===== src/rtl/alu_pkg.sv =====
// Shared ALU definitions: opcodes, control-state encoding and flag ordering.
package alu_pkg;

    localparam int unsigned OP_W = 4;

    localparam logic [OP_W-1:0] OP_ADD  = 4'h0;
    localparam logic [OP_W-1:0] OP_SUB  = 4'h1;
    localparam logic [OP_W-1:0] OP_AND  = 4'h2;
    localparam logic [OP_W-1:0] OP_OR   = 4'h3;
    localparam logic [OP_W-1:0] OP_XOR  = 4'h4;
    localparam logic [OP_W-1:0] OP_SLL  = 4'h5;
    localparam logic [OP_W-1:0] OP_SRL  = 4'h6;
    localparam logic [OP_W-1:0] OP_SLA  = 4'h7;
    localparam logic [OP_W-1:0] OP_SRA  = 4'h8;
    localparam logic [OP_W-1:0] OP_ADD2 = 4'h9;
    localparam logic [OP_W-1:0] OP_MUL  = 4'hA;
    localparam logic [OP_W-1:0] OP_DIV  = 4'hB;
    localparam logic [OP_W-1:0] OP_PASB = 4'hC;

    typedef enum logic [1:0] {
        ST_IDLE = 2'd0,
        ST_RUN  = 2'd1,
        ST_DONE = 2'd2
    } alu_state_e;

    // Flag ordering, MSB first: {zero, negative, carry, overflow, divzero}
    typedef struct packed {
        logic zero;
        logic negative;
        logic carry;
        logic overflow;
        logic divzero;
    } alu_flags_t;

    // Ops that go through the iterative datapath (div by zero finishes at once)
    function automatic logic is_iterative(input logic [OP_W-1:0] op, input logic b_zero);
        return (op == OP_MUL) || ((op == OP_DIV) && !b_zero);
    endfunction

endpackage


===== src/rtl/alu_muldiv.sv =====
// Iterative unsigned shift-add multiplier / restoring divider, one bit per cycle.
module alu_muldiv #(
    parameter int unsigned WIDTH = 16,
    parameter int unsigned SHW   = 4
) (
    input  logic             clk,
    input  logic             rst_n,
    input  logic             i_start,
    input  logic             i_div,
    input  logic [WIDTH-1:0] i_a,
    input  logic [WIDTH-1:0] i_b,
    output logic             o_busy,
    output logic             o_done_c,
    output logic [WIDTH-1:0] o_hi_c,
    output logic [WIDTH-1:0] o_lo_c
);

    localparam logic [SHW-1:0] CNT_LAST = SHW'(WIDTH - 1);

    logic             r_busy;
    logic             r_div;
    logic [SHW-1:0]   r_cnt;
    logic [WIDTH-1:0] r_hi;
    logic [WIDTH-1:0] r_lo;
    logic [WIDTH-1:0] r_opnd;

    logic [WIDTH:0]   w_mul_sum;
    logic [WIDTH:0]   w_div_shift;
    logic [WIDTH:0]   w_div_diff;
    logic [WIDTH-1:0] w_hi_nxt;
    logic [WIDTH-1:0] w_lo_nxt;

    // mul: {hi,lo} holds partial product with multiplier in lo; div: hi = remainder, lo = dividend/quotient
    always_comb begin
        w_mul_sum   = {1'b0, r_hi} + (r_lo[0] ? {1'b0, r_opnd} : (WIDTH+1)'(0));
        w_div_shift = {r_hi, r_lo[WIDTH-1]};
        w_div_diff  = w_div_shift - {1'b0, r_opnd};
        w_hi_nxt    = w_mul_sum[WIDTH:1];
        w_lo_nxt    = {w_mul_sum[0], r_lo[WIDTH-1:1]};
        if (r_div) begin
            if (!w_div_diff[WIDTH]) begin
                w_hi_nxt = w_div_diff[WIDTH-1:0];
                w_lo_nxt = {r_lo[WIDTH-2:0], 1'b1};
            end else begin
                w_hi_nxt = w_div_shift[WIDTH-1:0];
                w_lo_nxt = {r_lo[WIDTH-2:0], 1'b0};
            end
        end
    end

    always_ff @(posedge clk or negedge rst_n) begin
        if (!rst_n) begin
            r_busy <= 1'b0;
            r_div  <= 1'b0;
            r_cnt  <= '0;
            r_hi   <= '0;
            r_lo   <= '0;
            r_opnd <= '0;
        end else if (i_start && !r_busy) begin
            r_busy <= 1'b1;
            r_div  <= i_div;
            r_cnt  <= '0;
            r_hi   <= '0;
            r_lo   <= i_div ? i_a : i_b;
            r_opnd <= i_div ? i_b : i_a;
        end else if (r_busy) begin
            r_hi  <= w_hi_nxt;
            r_lo  <= w_lo_nxt;
            r_cnt <= r_cnt + SHW'(1);
            if (r_cnt == CNT_LAST) begin
                r_busy <= 1'b0;
            end
        end
    end

    assign o_busy   = r_busy;
    assign o_done_c = r_busy && (r_cnt == CNT_LAST);
    assign o_hi_c   = w_hi_nxt;
    assign o_lo_c   = w_lo_nxt;

endmodule


===== src/rtl/alu_seq.sv =====
// Sequential ALU: single-cycle logic/arith ops plus iterative mul/div with a start/busy/done handshake.
module alu_seq
    import alu_pkg::*;
#(
    parameter int unsigned WIDTH = 16,
    parameter int unsigned SHW   = 4
) (
    input  logic             input_CLK,
    input  logic             input_Reset_n,
    input  logic             input_Start,
    input  logic [WIDTH-1:0] input_A,
    input  logic [WIDTH-1:0] input_B,
    input  logic [3:0]       input_ALUOp,
    output logic [WIDTH-1:0] output_ALU,
    output logic [WIDTH-1:0] output_High,
    output logic             output_Busy,
    output logic             output_Done,
    output logic             output_Zero,
    output logic             output_Negative,
    output logic             output_Carry,
    output logic             output_Overflow,
    output logic             output_DivZero
);

    alu_state_e       r_state;
    alu_state_e       w_state_nxt;
    logic [WIDTH-1:0] r_alu;
    logic [WIDTH-1:0] r_high;
    alu_flags_t       r_flags;
    logic             r_done;
    logic             r_md_div;

    logic             w_iter;
    logic             w_accept;
    logic             w_md_start;
    logic             w_load_single;
    logic             w_load_md;

    logic             w_md_busy;
    logic             w_md_done_c;
    logic [WIDTH-1:0] w_md_hi;
    logic [WIDTH-1:0] w_md_lo;

    logic [SHW-1:0]   w_sh;
    logic [WIDTH:0]   w_usum;
    logic [WIDTH:0]   w_udiff;
    logic             w_sum_sign;
    logic             w_known;
    logic [WIDTH-1:0] w_res;
    logic [WIDTH-1:0] w_hi;
    alu_flags_t       w_fl;

    assign w_iter = is_iterative(input_ALUOp, input_B == '0);

    // State register
    always_ff @(posedge input_CLK or negedge input_Reset_n) begin
        if (!input_Reset_n) begin
            r_state <= ST_IDLE;
        end else begin
            r_state <= w_state_nxt;
        end
    end

    // Next-state logic
    always_comb begin
        w_state_nxt = r_state;
        case (r_state)
            ST_IDLE: if (input_Start) w_state_nxt = w_iter ? ST_RUN : ST_DONE;
            ST_RUN:  if (w_md_done_c) w_state_nxt = ST_DONE;
            ST_DONE: w_state_nxt = ST_IDLE;
            default: w_state_nxt = ST_IDLE;
        endcase
    end

    // Control outputs
    always_comb begin
        w_accept      = 1'b0;
        w_md_start    = 1'b0;
        w_load_single = 1'b0;
        w_load_md     = 1'b0;
        case (r_state)
            ST_IDLE: begin
                w_accept      = input_Start;
                w_md_start    = input_Start && w_iter;
                w_load_single = input_Start && !w_iter;
            end
            ST_RUN:  w_load_md = w_md_done_c;
            default: ;
        endcase
    end

    alu_muldiv #(
        .WIDTH (WIDTH),
        .SHW   (SHW)
    ) u_muldiv (
        .clk      (input_CLK),
        .rst_n    (input_Reset_n),
        .i_start  (w_md_start),
        .i_div    (input_ALUOp == OP_DIV),
        .i_a      (input_A),
        .i_b      (input_B),
        .o_busy   (w_md_busy),
        .o_done_c (w_md_done_c),
        .o_hi_c   (w_md_hi),
        .o_lo_c   (w_md_lo)
    );

    // Single-cycle datapath, arithmetic carried at WIDTH+1 bits
    always_comb begin
        w_sh       = input_B[SHW-1:0];
        w_usum     = {1'b0, input_A} + {1'b0, input_B};
        w_udiff    = {1'b0, input_A} - {1'b0, input_B};
        w_sum_sign = input_A[WIDTH-1] ^ input_B[WIDTH-1] ^ w_usum[WIDTH];
        w_known    = 1'b1;
        w_res      = '0;
        w_hi       = '0;
        w_fl       = '0;
        case (input_ALUOp)
            OP_ADD: begin
                w_res       = w_usum[WIDTH-1:0];
                w_fl.carry  = w_usum[WIDTH];
                w_fl.overflow = (input_A[WIDTH-1] == input_B[WIDTH-1]) &&
                                (w_usum[WIDTH-1] != input_A[WIDTH-1]);
            end
            OP_SUB: begin
                w_res       = w_udiff[WIDTH-1:0];
                w_fl.carry  = w_udiff[WIDTH];
                w_fl.overflow = (input_A[WIDTH-1] != input_B[WIDTH-1]) &&
                                (w_udiff[WIDTH-1] != input_A[WIDTH-1]);
            end
            OP_AND:         w_res = input_A & input_B;
            OP_OR:          w_res = input_A | input_B;
            OP_XOR:         w_res = input_A ^ input_B;
            OP_SLL, OP_SLA: w_res = input_A << w_sh;
            OP_SRL:         w_res = input_A >> w_sh;
            OP_SRA:         w_res = WIDTH'($signed(input_A) >>> w_sh);
            OP_ADD2: begin
                // 2*(A+B) fits only if the top three bits of the signed sum agree
                w_res       = {w_usum[WIDTH-2:0], 1'b0};
                w_fl.carry  = w_usum[WIDTH] | w_usum[WIDTH-1];
                w_fl.overflow = !((w_sum_sign == w_usum[WIDTH-1]) &&
                                  (w_usum[WIDTH-1] == w_usum[WIDTH-2]));
            end
            OP_DIV: begin
                w_res        = '1;
                w_hi         = input_A;
                w_fl.divzero = 1'b1;
            end
            OP_PASB:        w_res = input_B;
            default:        w_known = 1'b0;
        endcase
        w_fl.zero     = w_known && (w_res == '0);
        w_fl.negative = w_known && w_res[WIDTH-1];
    end

    // Result/flag registers only change when an accepted op completes
    always_ff @(posedge input_CLK or negedge input_Reset_n) begin
        if (!input_Reset_n) begin
            r_alu    <= '0;
            r_high   <= '0;
            r_flags  <= '0;
            r_done   <= 1'b0;
            r_md_div <= 1'b0;
        end else begin
            r_done <= w_load_single || w_load_md;
            if (w_md_start) begin
                r_md_div <= (input_ALUOp == OP_DIV);
            end
            if (w_load_single) begin
                r_alu   <= w_res;
                r_high  <= w_hi;
                r_flags <= w_fl;
            end else if (w_load_md) begin
                r_alu            <= w_md_lo;
                r_high           <= w_md_hi;
                r_flags          <= '0;
                r_flags.zero     <= (w_md_lo == '0);
                r_flags.negative <= w_md_lo[WIDTH-1];
                r_flags.carry    <= !r_md_div && (w_md_hi != '0);
            end
        end
    end

    assign output_ALU      = r_alu;
    assign output_High     = r_high;
    assign output_Busy     = w_md_busy;
    assign output_Done     = r_done;
    assign output_Zero     = r_flags.zero;
    assign output_Negative = r_flags.negative;
    assign output_Carry    = r_flags.carry;
    assign output_Overflow = r_flags.overflow;
    assign output_DivZero  = r_flags.divzero;

    logic w_unused;
    assign w_unused = w_accept;

endmodule


===== config.mk =====
export PLATFORM = sky130hd
export DESIGN_NAME = alu_seq
export DESIGN_NICKNAME = d
export VERILOG_FILES = /design/src/rtl/alu_pkg.sv /design/src/rtl/alu_muldiv.sv /design/src/rtl/alu_seq.sv
export SDC_FILE = /design/constraint.sdc
export NUM_CORES = 1
export LEC_CHECK = 0
export CORE_UTILIZATION = 60
export CTS_CLUSTER_DIAMETER = 40
export DETAILED_ROUTE_END_ITERATION = 7
export DONT_BUFFER_PORTS = 1
export PLACE_DENSITY_LB_ADDON = 0.2
export SYNTH_ARGS = -nofsm -noshare
export SYNTH_HDL_FRONTEND = slang
export SYNTH_SLANG_ARGS = --single-unit

===== constraint.sdc =====
create_clock -name input_CLK -period 3.1 [get_ports input_CLK]
set_input_delay 0.62 -clock input_CLK [delete_from_list [all_inputs] [get_ports input_CLK]]
set_output_delay 0.62 -clock input_CLK [all_outputs]
set_load 0.02 [all_outputs]

# Word level (Yosys, flattened, before mapping)
# Index checks and enable logic that the tools add are counted.
dict set report classes {
  addsub 5
  mul 0
  div_mod_pow 0
  magnitude_cmp 0
  eq_ne 22
  shifts 3
  mux 34
  n_bitwise 6
  reduce_logical 29
}
# operator n
set op_table {}
lappend op_table {{16-bit 2-to-1 mux} 15}
lappend op_table {{16-bit case mux with 11 select lines} 1}
lappend op_table {{16-bit logical NOT} 3}
lappend op_table {{4-bit == test, second input constant} 6}
lappend op_table {{16-bit by 16-bit adder with 17-bit output} 1}
lappend op_table {{16-bit by 17-bit adder with 17-bit output} 1}
lappend op_table {{16-bit by 16-bit subtractor with 17-bit output} 1}
lappend op_table {{17-bit by 16-bit subtractor with 17-bit output} 1}
lappend op_table {{16-bit bitwise AND} 1}
lappend op_table {{4-bit by 3-bit == test with 1-bit output, second input constant} 4}
lappend op_table {{16-bit bitwise OR} 1}
lappend op_table {{16-bit nonzero test} 1}
lappend op_table {{16-bit by 4-bit << shifter with 16-bit output} 1}
lappend op_table {{16-bit by 4-bit >> shifter with 16-bit output} 1}
lappend op_table {{16-bit by 4-bit >>> shifter with 16-bit output} 1}
lappend op_table {{16-bit bitwise XOR} 1}
lappend op_table {{12-bit OR reduction} 1}
lappend op_table {{1-bit logical AND} 11}
lappend op_table {{5-bit 2-to-1 mux} 2}
lappend op_table {{1-bit 2-to-1 mux} 9}
lappend op_table {{4-bit by 2-bit == test with 1-bit output, second input constant} 2}
lappend op_table {{4-bit 2-to-1 mux} 2}
lappend op_table {{2-bit 2-to-1 mux} 3}
lappend op_table {{2-bit case mux with 3 select lines} 1}
lappend op_table {{16 further kinds} 28}
dict set report totals {
  register_bits 95
  latchBits 0
  mem_bits_rw 0
  rom_bits 0
  input_bits 39
  mem_count 0
}

# Longest topological paths before layout
# Gate-level depths: netlist of run 1.
dict set report logic_depth {
  depth_word 8
  depth_mapped 15
  mapped_depth_nobuf 14
}

# Cells and area by module
# From an unflattened synthesis of run 1, not the netlist that was laid out.
dict set report unflattened {
  hier_cells 1454
  area_unflattened_um2 11641.2
}
# module n_inst cells_per_inst area_per_inst_um2 seq_area_each_um2
set by_module_without_submodules {}
lappend by_module_without_submodules {alu_seq 1 866 6846.6 1026.0}
lappend by_module_without_submodules {alu_muldiv 1 588 4794.6 1351.3}

# Worst setup path after synthesis of run 1
# Ideal clock, no wire load.
dict set report synth_path {
  kind {input -> register}
  startpoint {input port input_B[2]}
  endpoint {register r_flags, in the netlist output_Zero}
  setup_time_ps 66
  arrival_time_ps 3639
  setup_slack_ps -605
  cell_stages 15
  n_path_buf 3
  path_cell_list {clkbuf_1 > inv_1 > clkbuf_1 > ha_1 > buf_2 > a21o_1 > a21oi_1 > o211ai_2 > a31oi_1 > xnor2_1 > o221ai_1 > a211o_1 > and4bb_1 > and4_1 > a31o_1}
}
dict set report synth_via {
  elab_chain_len 8
}
# item line
set synth_lines {}
lappend synth_lines {{start, declared} alu_seq.sv:12} ;# input logic [WIDTH-1:0] input_B,
lappend synth_lines {{parallel branches: the longest is 8 deep, another holds 16-bit by 16-bit subtractor with 17-bit output} --}
lappend synth_lines {{end signal, assigned} alu_seq.sv:172} ;# r_flags <= w_fl;
lappend synth_lines {{end, declared} alu_seq.sv:29} ;# alu_flags_t r_flags;
# Parallel ways; which one is timed is not known.
# A chain may end at the register's enable or synchronous reset.

# Worst setup path in the final report of run 1
dict set report layout_path {
  startpoint {input port u_muldiv.r_lo[15]}
  endpoint {register r_flags, in the netlist output_Carry}
}
dict set report layout_via {
  elab_chain_len 7
}
# item line
set layout_lines {}
lappend layout_lines {{start, declared} alu_muldiv.sv:24} ;# logic [WIDTH-1:0] r_lo;
lappend layout_lines {{17-bit by 16-bit subtractor with 17-bit output} alu_muldiv.sv:37} ;# w_div_diff = w_div_shift - {1'b0, r_opnd};
lappend layout_lines {{16-bit 2-to-1 mux *} alu_muldiv.sv:41} ;# if (!w_div_diff[WIDTH]) begin
lappend layout_lines {{16-bit 2-to-1 mux *} alu_muldiv.sv:40} ;# if (r_div) begin
lappend layout_lines {{16-bit nonzero test *} alu_seq.sv:179} ;# r_flags.carry <= !r_md_div && (w_md_hi != '0);
lappend layout_lines {{1-bit logical AND *} alu_seq.sv:179}
lappend layout_lines {{5-bit 2-to-1 mux *} alu_seq.sv:173} ;# end else if (w_load_md) begin
lappend layout_lines {{5-bit 2-to-1 mux *} alu_seq.sv:169} ;# if (w_load_single) begin
# Mark *: on every way between the ends. The rest lies on a longest branch, timed or not. The select of a mux whose other input is x is not followed.

==> impl_metrics.tcl, run 1 <==
set metrics [dict create \
    status "complete, but fails checks" \
    violations "setup timing" \
    multi_input_area_um2 8190 \
    synth_cell_types 101 \
    clock-sinks 95 \
    timing.max_cap.violations 0 \
    dp_hpwl_mm 36.1 \
    boundaryPins 78 \
    peakVddDrop_mv 0.268 \
    grt_pass1_wl_mm 70.9 \
    grt.total_usage 0.508 \
    setup_tns_ps -2550 \
    cts-buffers-inserted 9 \
    hp-class "primary input to asynchronous set/reset pin" \
    criticalPathCategory "flop to flop" \
    end_kind "flop" \
    powerDensity_nw_per_um2 258 \
    async_flop_share 1.00 \
    dieWidth_um 137 \
    synth.top_cell.area_share 0.216 \
    clk_path_buf_depth 2 \
    skew_ps 11.6 \
    critical_path_peak_fanout 4 \
    totalWireLength_mm 48.4 \
    dieArea_um2 18900 \
    startpoint_type "flop" \
    synth-edff-count 0 \
    syn_inst 1422 \
    antenna_found_initial 1 \
    grt_pass1_vias 12200 \
    core_area_um2 18000 \
    vias 13000 \
    synth_nets 1547 \
    required_ps 3340 \
    clk_pin_slew_ps 80 \
    arrival_ps 3860 \
    rr_startpoint "u_muldiv.r_lo[15]$_DFFE_PN0P_" \
    avgSynthCellArea_um2 7.73 \
    nets 1709 \
    yosysWarnings 0 \
    die_h_um 137 \
    setup_viol_count_final 28 \
    fin_crit_sh 1.17 \
    syn_to_final_growth_pct 22.2 \
    ys_ff_latch 95 \
    clock_latency_ps 360 \
    layout-drive-gt1-share 0.242 \
    syn_area_um2 11000 \
    drv_slew 0 \
    grt_setup_unrepaired "true" \
    crit_start "u_muldiv.r_lo[15]$_DFFE_PN0P_" \
    antenna_left 0 \
    synth_ff_type "dfrtp_1" \
    gp_congestion 1.06 \
    start_util 0.612 \
    root_buffer "clkbuf_16" \
    h-tree-depth 3 \
    firstDrtPassIters 6 \
    grt_max_degree 96 \
    final_hold_viol_count 0 \
    timing.hold.ws_ps 142 \
    n_antenna_cell 0 \
    finalCriticalPeriod_ps 3620 \
    grt_overflow 0 \
    setup_ws_ps -517 \
    wire_per_inst_um 26.6 \
    regArea_um2 2380 \
    max-slew-margin-rel 0.395 \
    p_leak_uw 0.00600 \
    drc_errors 0 \
    synth.area.top_cells "dfrtp_1 (22%), ha_1 (9.3%), a21oi_1 (5.8%)" \
    tritoncts "done" \
    dr.first_iter.drc_count 1858 \
    rows 49 \
    seq_area_frac_synth 0.216 \
    routed_via_density 7.14 \
    fillers 1368 \
    worstMarginPinSlew_ps 902 \
    yosys.area.top_type "dfrtp_1" \
    max_freq_mhz 276 \
    portBuffers 0 \
]
cell usage after synthesis (22+ instances only):
cell	number
inv_1	80
mux2i_1	56
a22oi_1	25
nand3_1	49
ha_1	82
a21oi_1	128
clkbuf_1	64
xnor2_1	27
o21ai_0	109
nand2_1	143
nor2_1	132
dfrtp_1	95
nor3_1	22
stage by stage:
step	std cells	total power [uW]	setup WS, ps	utilization	area [um^2]
after floorplan	1422	1900	-191	-	11100
after detailed placement	1793	2260	-386	0.709	12700
after CTS	1813	3410	-381	0.735	13200
final	1818	3460	-517	0.747	13400
after global routing	1818	3560	-600	0.747	13400
after global placement	1793	2240	-291	0.709	12700
per-layer routing:
layer,track usage,vias up,share of wire,wire (um)
li1,-,5529,-,-
met2,0.794,1036,0.44,21200
met4,0.398,4,0.092,4470
met1,0.576,6091,0.34,16500
met3,0.158,329,0.13,6250
met5,0,-,0.0014,68
flip-flops by register name, indices dropped and copies added, names as in the netlist:
signal	count
output_ALU	16
output_High	16
u_muldiv.r_hi	16
u_muldiv.r_lo	16
u_muldiv.r_opnd	16
u_muldiv.r_cnt	4
r_state	2
output_Carry	1
output_DivZero	1
output_Done	1
output_Negative	1
output_Overflow	1
output_Zero	1
r_md_div	1
u_muldiv.o_busy	1
u_muldiv.r_div	1
path summary, 6_finish.rpt:
path / end / cells past startpoint / slack [ps]
worst max-delay path: output_Carry$_DFFE_PN0P_ / 14 / -520
worst min-delay path: u_muldiv.r_hi[1]$_DFFE_PN0P_ / 1 / 140
worst max register to register: output_Carry$_DFFE_PN0P_ / 14 / -520
worst min register to register: output_Carry$_DFFE_PN0P_ / 1 / 480
max in group asynchronous: output_DivZero$_DFFE_PN0P_ / 1 / 2520
min in group input_CLK: output_High[4]$_DFFE_PN0P_ / 2 / 400
critical path, stage by stage, from the launching register on:
cell	delay, ps
dfrtp_1	380
inv_1	60
ha_2	180
inv_2	50
fa_2	360
a211oi_2	280
o2111ai_2	200
a31oi_4	270
mux2i_4	350
a21oi_1	130
a221oi_1	400
and4_1	280
nand4_1	110
nor4bb_1	320
o31ai_1	110
power by group:
part / switching, uW / internal (uW) / total, uW
Sequential: 0 / 1240 / 1240
Combinational: 607 / 466 / 1070
Clock: 558 / 589 / 1150
Total: 1160 / 2290 / 3460
timing repair:
action,4_1_cts,5_1_grt
pin swaps,9,12
hold buffers,1,0
hold endpoints to repair,95,0
setup buffers,5,7
gates resized for setup,37,57
setup endpoints to repair,18,33
gates cloned,0,0
layout by cell type, fill, tap and decap left out, drive strengths merged, types with 13 or more instances in the layout:
master,count
a211oi,17
a21o,21
a21oi,128
a221oi,13
a22oi,25
a31oi,14
and2,23
buf,251
dfrtp,95
ha,82
inv,84
mux2i,57
mux4,13
nand2,145
nand3,49
nor2,135
nor3,22
o211ai,17
o21a,15
o21ai,115
o221ai,15
o22ai,14
xnor2,27
xor2,15
area by class of cell:
cell class / count / share of cell area
Clock buffer: 10 / 0.0178
Sequential cell: 95 / 0.177
Clock inverter: 6 / 0.00475
Timing Repair Buffer: 251 / 0.146
Multi-Input combinational cell: 1145 / 0.610
Tap cell: 229 / 0.0213
Inverter: 82 / 0.0233
kinds of logic after synthesis:
logic type	after synthesis	share of synthesized area
muxes	82	0.0915
buffers and inverters	182	0.0728
DFF	95	0.216
AOI/OAI and AO/OA	479	0.290
adders and majority gates	86	0.101
and+or+nand+nor	456	0.195
xor gates and xnor gates	42	0.0335
(Power assumes the default switching activity.)
==> run 2, diff against run 1 <==
Settings changed: CORE_UTILIZATION 60 to 66.
Clock period 3.1 ns to 3.9 ns, I/O delays scaled along.
==> run 2 against run 1 <==
Net effect:
- the flow now finishes without violations
- non-clock buffer count decreased by 202
- wire length is 13% lower
- via count fell by 9.0%
- clock skew down 2.1 ps
- cell count is 12% lower
- highest routed layer unchanged
==> impl_metrics.tcl, run 2 (synthesis results as in run 1) <==
set metrics [dict create \
    status "completed" \
    setup_ws_ps 235 \
    worstMarginPinSlew_ps 1060 \
    max_freq_mhz 273 \
    grt_pass1_wl_mm 63.2 \
    critical_path_peak_fanout 11 \
    wire_per_inst_um 26.4 \
    core_area_um2 16100 \
    critical-path-slowest-cell "fa_1" \
    crit_end "output_Carry$_DFFE_PN0P_" \
    dp_hpwl_mm 32.0 \
    finalCriticalPeriod_ps 3660 \
    antenna_left 0 \
    layout-drive-gt1-share 0.0952 \
    totalWireLength_mm 42.3 \
    cts-buffers-inserted 9 \
    dr.first_iter.drc_count 1973 \
    rrSetupSlack_ps 240 \
    portBuffers 0 \
    syn_to_final_growth_pct 4.56 \
    rows 46 \
    crit_cells 14 \
    hp-class "primary input to asynchronous set/reset pin" \
    root_buffer "clkbuf_16" \
    arrival_ps 3900 \
    startpoint_type "flop" \
    critical_path.top_delay_family "compound AO/OA/AOI/OAI gates" \
    grt_pass1_vias 10700 \
    setup_tns_ps 0 \
    regArea_um2 2380 \
    clock-sinks 95 \
    die_h_um 131 \
    required_ps 4130 \
    fin_crit_sh 0.940 \
    p_leak_uw 0.00493 \
    peakVddDrop_mv 0.247 \
    layout_commonest_cell "nand2_1" \
    timing.max_cap.violations 0 \
    gp_congestion 1.15 \
    clk_path_buf_depth 2 \
    start_util 0.685 \
    setup_viol_count_final 0 \
    path_cells "inv_1 > ha_1 > inv_1 > fa_1 > a211oi_4 > o2111ai_2 > a31oi_4 > mux2i_4 > nand2_2 > or3_1 > o31a_1 > nand3_1 > nor4bb_2 > o31ai_1" \
    crit_start "u_muldiv.r_lo[15]$_DFFE_PN0P_" \
    r2r_cells 14 \
    cp_common_cell "inv_1" \
    r2r_end "output_Carry$_DFFE_PN0P_" \
    firstDrtPassIters 6 \
    rr_startpoint "u_muldiv.r_lo[15]$_DFFE_PN0P_" \
    end_kind "flop" \
    dieWidth_um 131 \
    tritoncts "done" \
    grt_max_degree 96 \
    powerDensity_nw_per_um2 223 \
    boundaryPins 78 \
    final_cell_mix "nand2_1 (143), nor2_1 (131), a21oi_1 (128), o21ai_0 (109), dfrtp_1 (94)" \
    dieArea_um2 17200 \
    antenna_found_initial 2 \
    place_worst_setup_slack_ps 136 \
    holdBufCountCts 0 \
    drc_errors 0 \
    criticalPathCategory "flop to flop" \
    final_hold_viol_count 0 \
    nets 1507 \
    multi_input_area_um2 7860 \
    critPathBufInv 2 \
    clk_pin_slew_ps 70 \
    clock_latency_ps 360 \
    vias 11800 \
    grt.total_usage 0.500 \
    routed_via_density 7.37 \
    skew_ps 9.42 \
    grt_overflow 0 \
    drv_slew 0 \
    fillers 1285 \
    h-tree-depth 3 \
    max-slew-margin-rel 0.277 \
    worst_path_largest_cell_delay_ps 460 \
    grt_setup_unrepaired "false" \
]
-- run 2: what timing repair did --
item | CTS | global route
hold endpoints to repair | 0 | 0
setup endpoints to repair | 0 | 1
setup buffers | 0 | 1
gates resized for setup | 0 | 3
-- run 2: how the worst min path moves through the flow --
stage	startpoint	end	slack (ps)
after detailed placement	r_md_div$_DFFE_PN0P_	output_Carry$_DFFE_PN0P_	470
after global routing	input_Reset_n	u_muldiv.r_opnd[10]$_DFFE_PN0P_	100
after floorplan	r_md_div$_DFFE_PN0P_	output_Carry$_DFFE_PN0P_	430
after global placement	r_md_div$_DFFE_PN0P_	output_Carry$_DFFE_PN0P_	450
final	input_Reset_n	output_High[10]$_DFFE_PN0P_	120
after CTS	input_Reset_n	output_High[1]$_DFFE_PN0P_	110
-- run 2: stage by stage --
step,cells,hold slack (ps),cell area [um^2],util,power [uW]
final,1604,117,11500,0.716,2560
after floorplan,1422,435,11000,-,1490
after CTS,1602,114,11500,0.714,2530
after detailed placement,1586,475,11200,0.695,1650
after global placement,1586,451,11200,0.695,1640
after global routing,1603,104,11500,0.716,2640
-- run 2: where the power goes --
| part | leakage, uW | total, uW | internal [uW] | switching (uW) |
|---|---|---|---|---|
| Sequential | 0.00101 | 984 | 984 | 0 |
| Clock | 0.000141 | 893 | 454 | 439 |
| Combinational | 0.00378 | 685 | 264 | 421 |
| Total | 0.00493 | 2560 | 1700 | 860 |
-- run 2: final cells by class --
type / instances / area share
Antenna cell: 1 / 0.000218
Clock buffer: 9 / 0.0196
Clock inverter: 7 / 0.00642
Sequential cell: 95 / 0.207
Timing Repair Buffer: 49 / 0.0331
Tap cell: 216 / 0.0235
Inverter: 82 / 0.0268
Multi-Input combinational cell: 1145 / 0.683
-- run 2: routing by layer --
metal / vias up / part of all wire / track usage
li1: 5122 / - / -
met1: 5568 / 0.38 / 0.674
met4: 4 / 0.053 / 0.245
met5: - / 0.00078 / 0
met2: 957 / 0.41 / 0.717
met3: 166 / 0.15 / 0.162
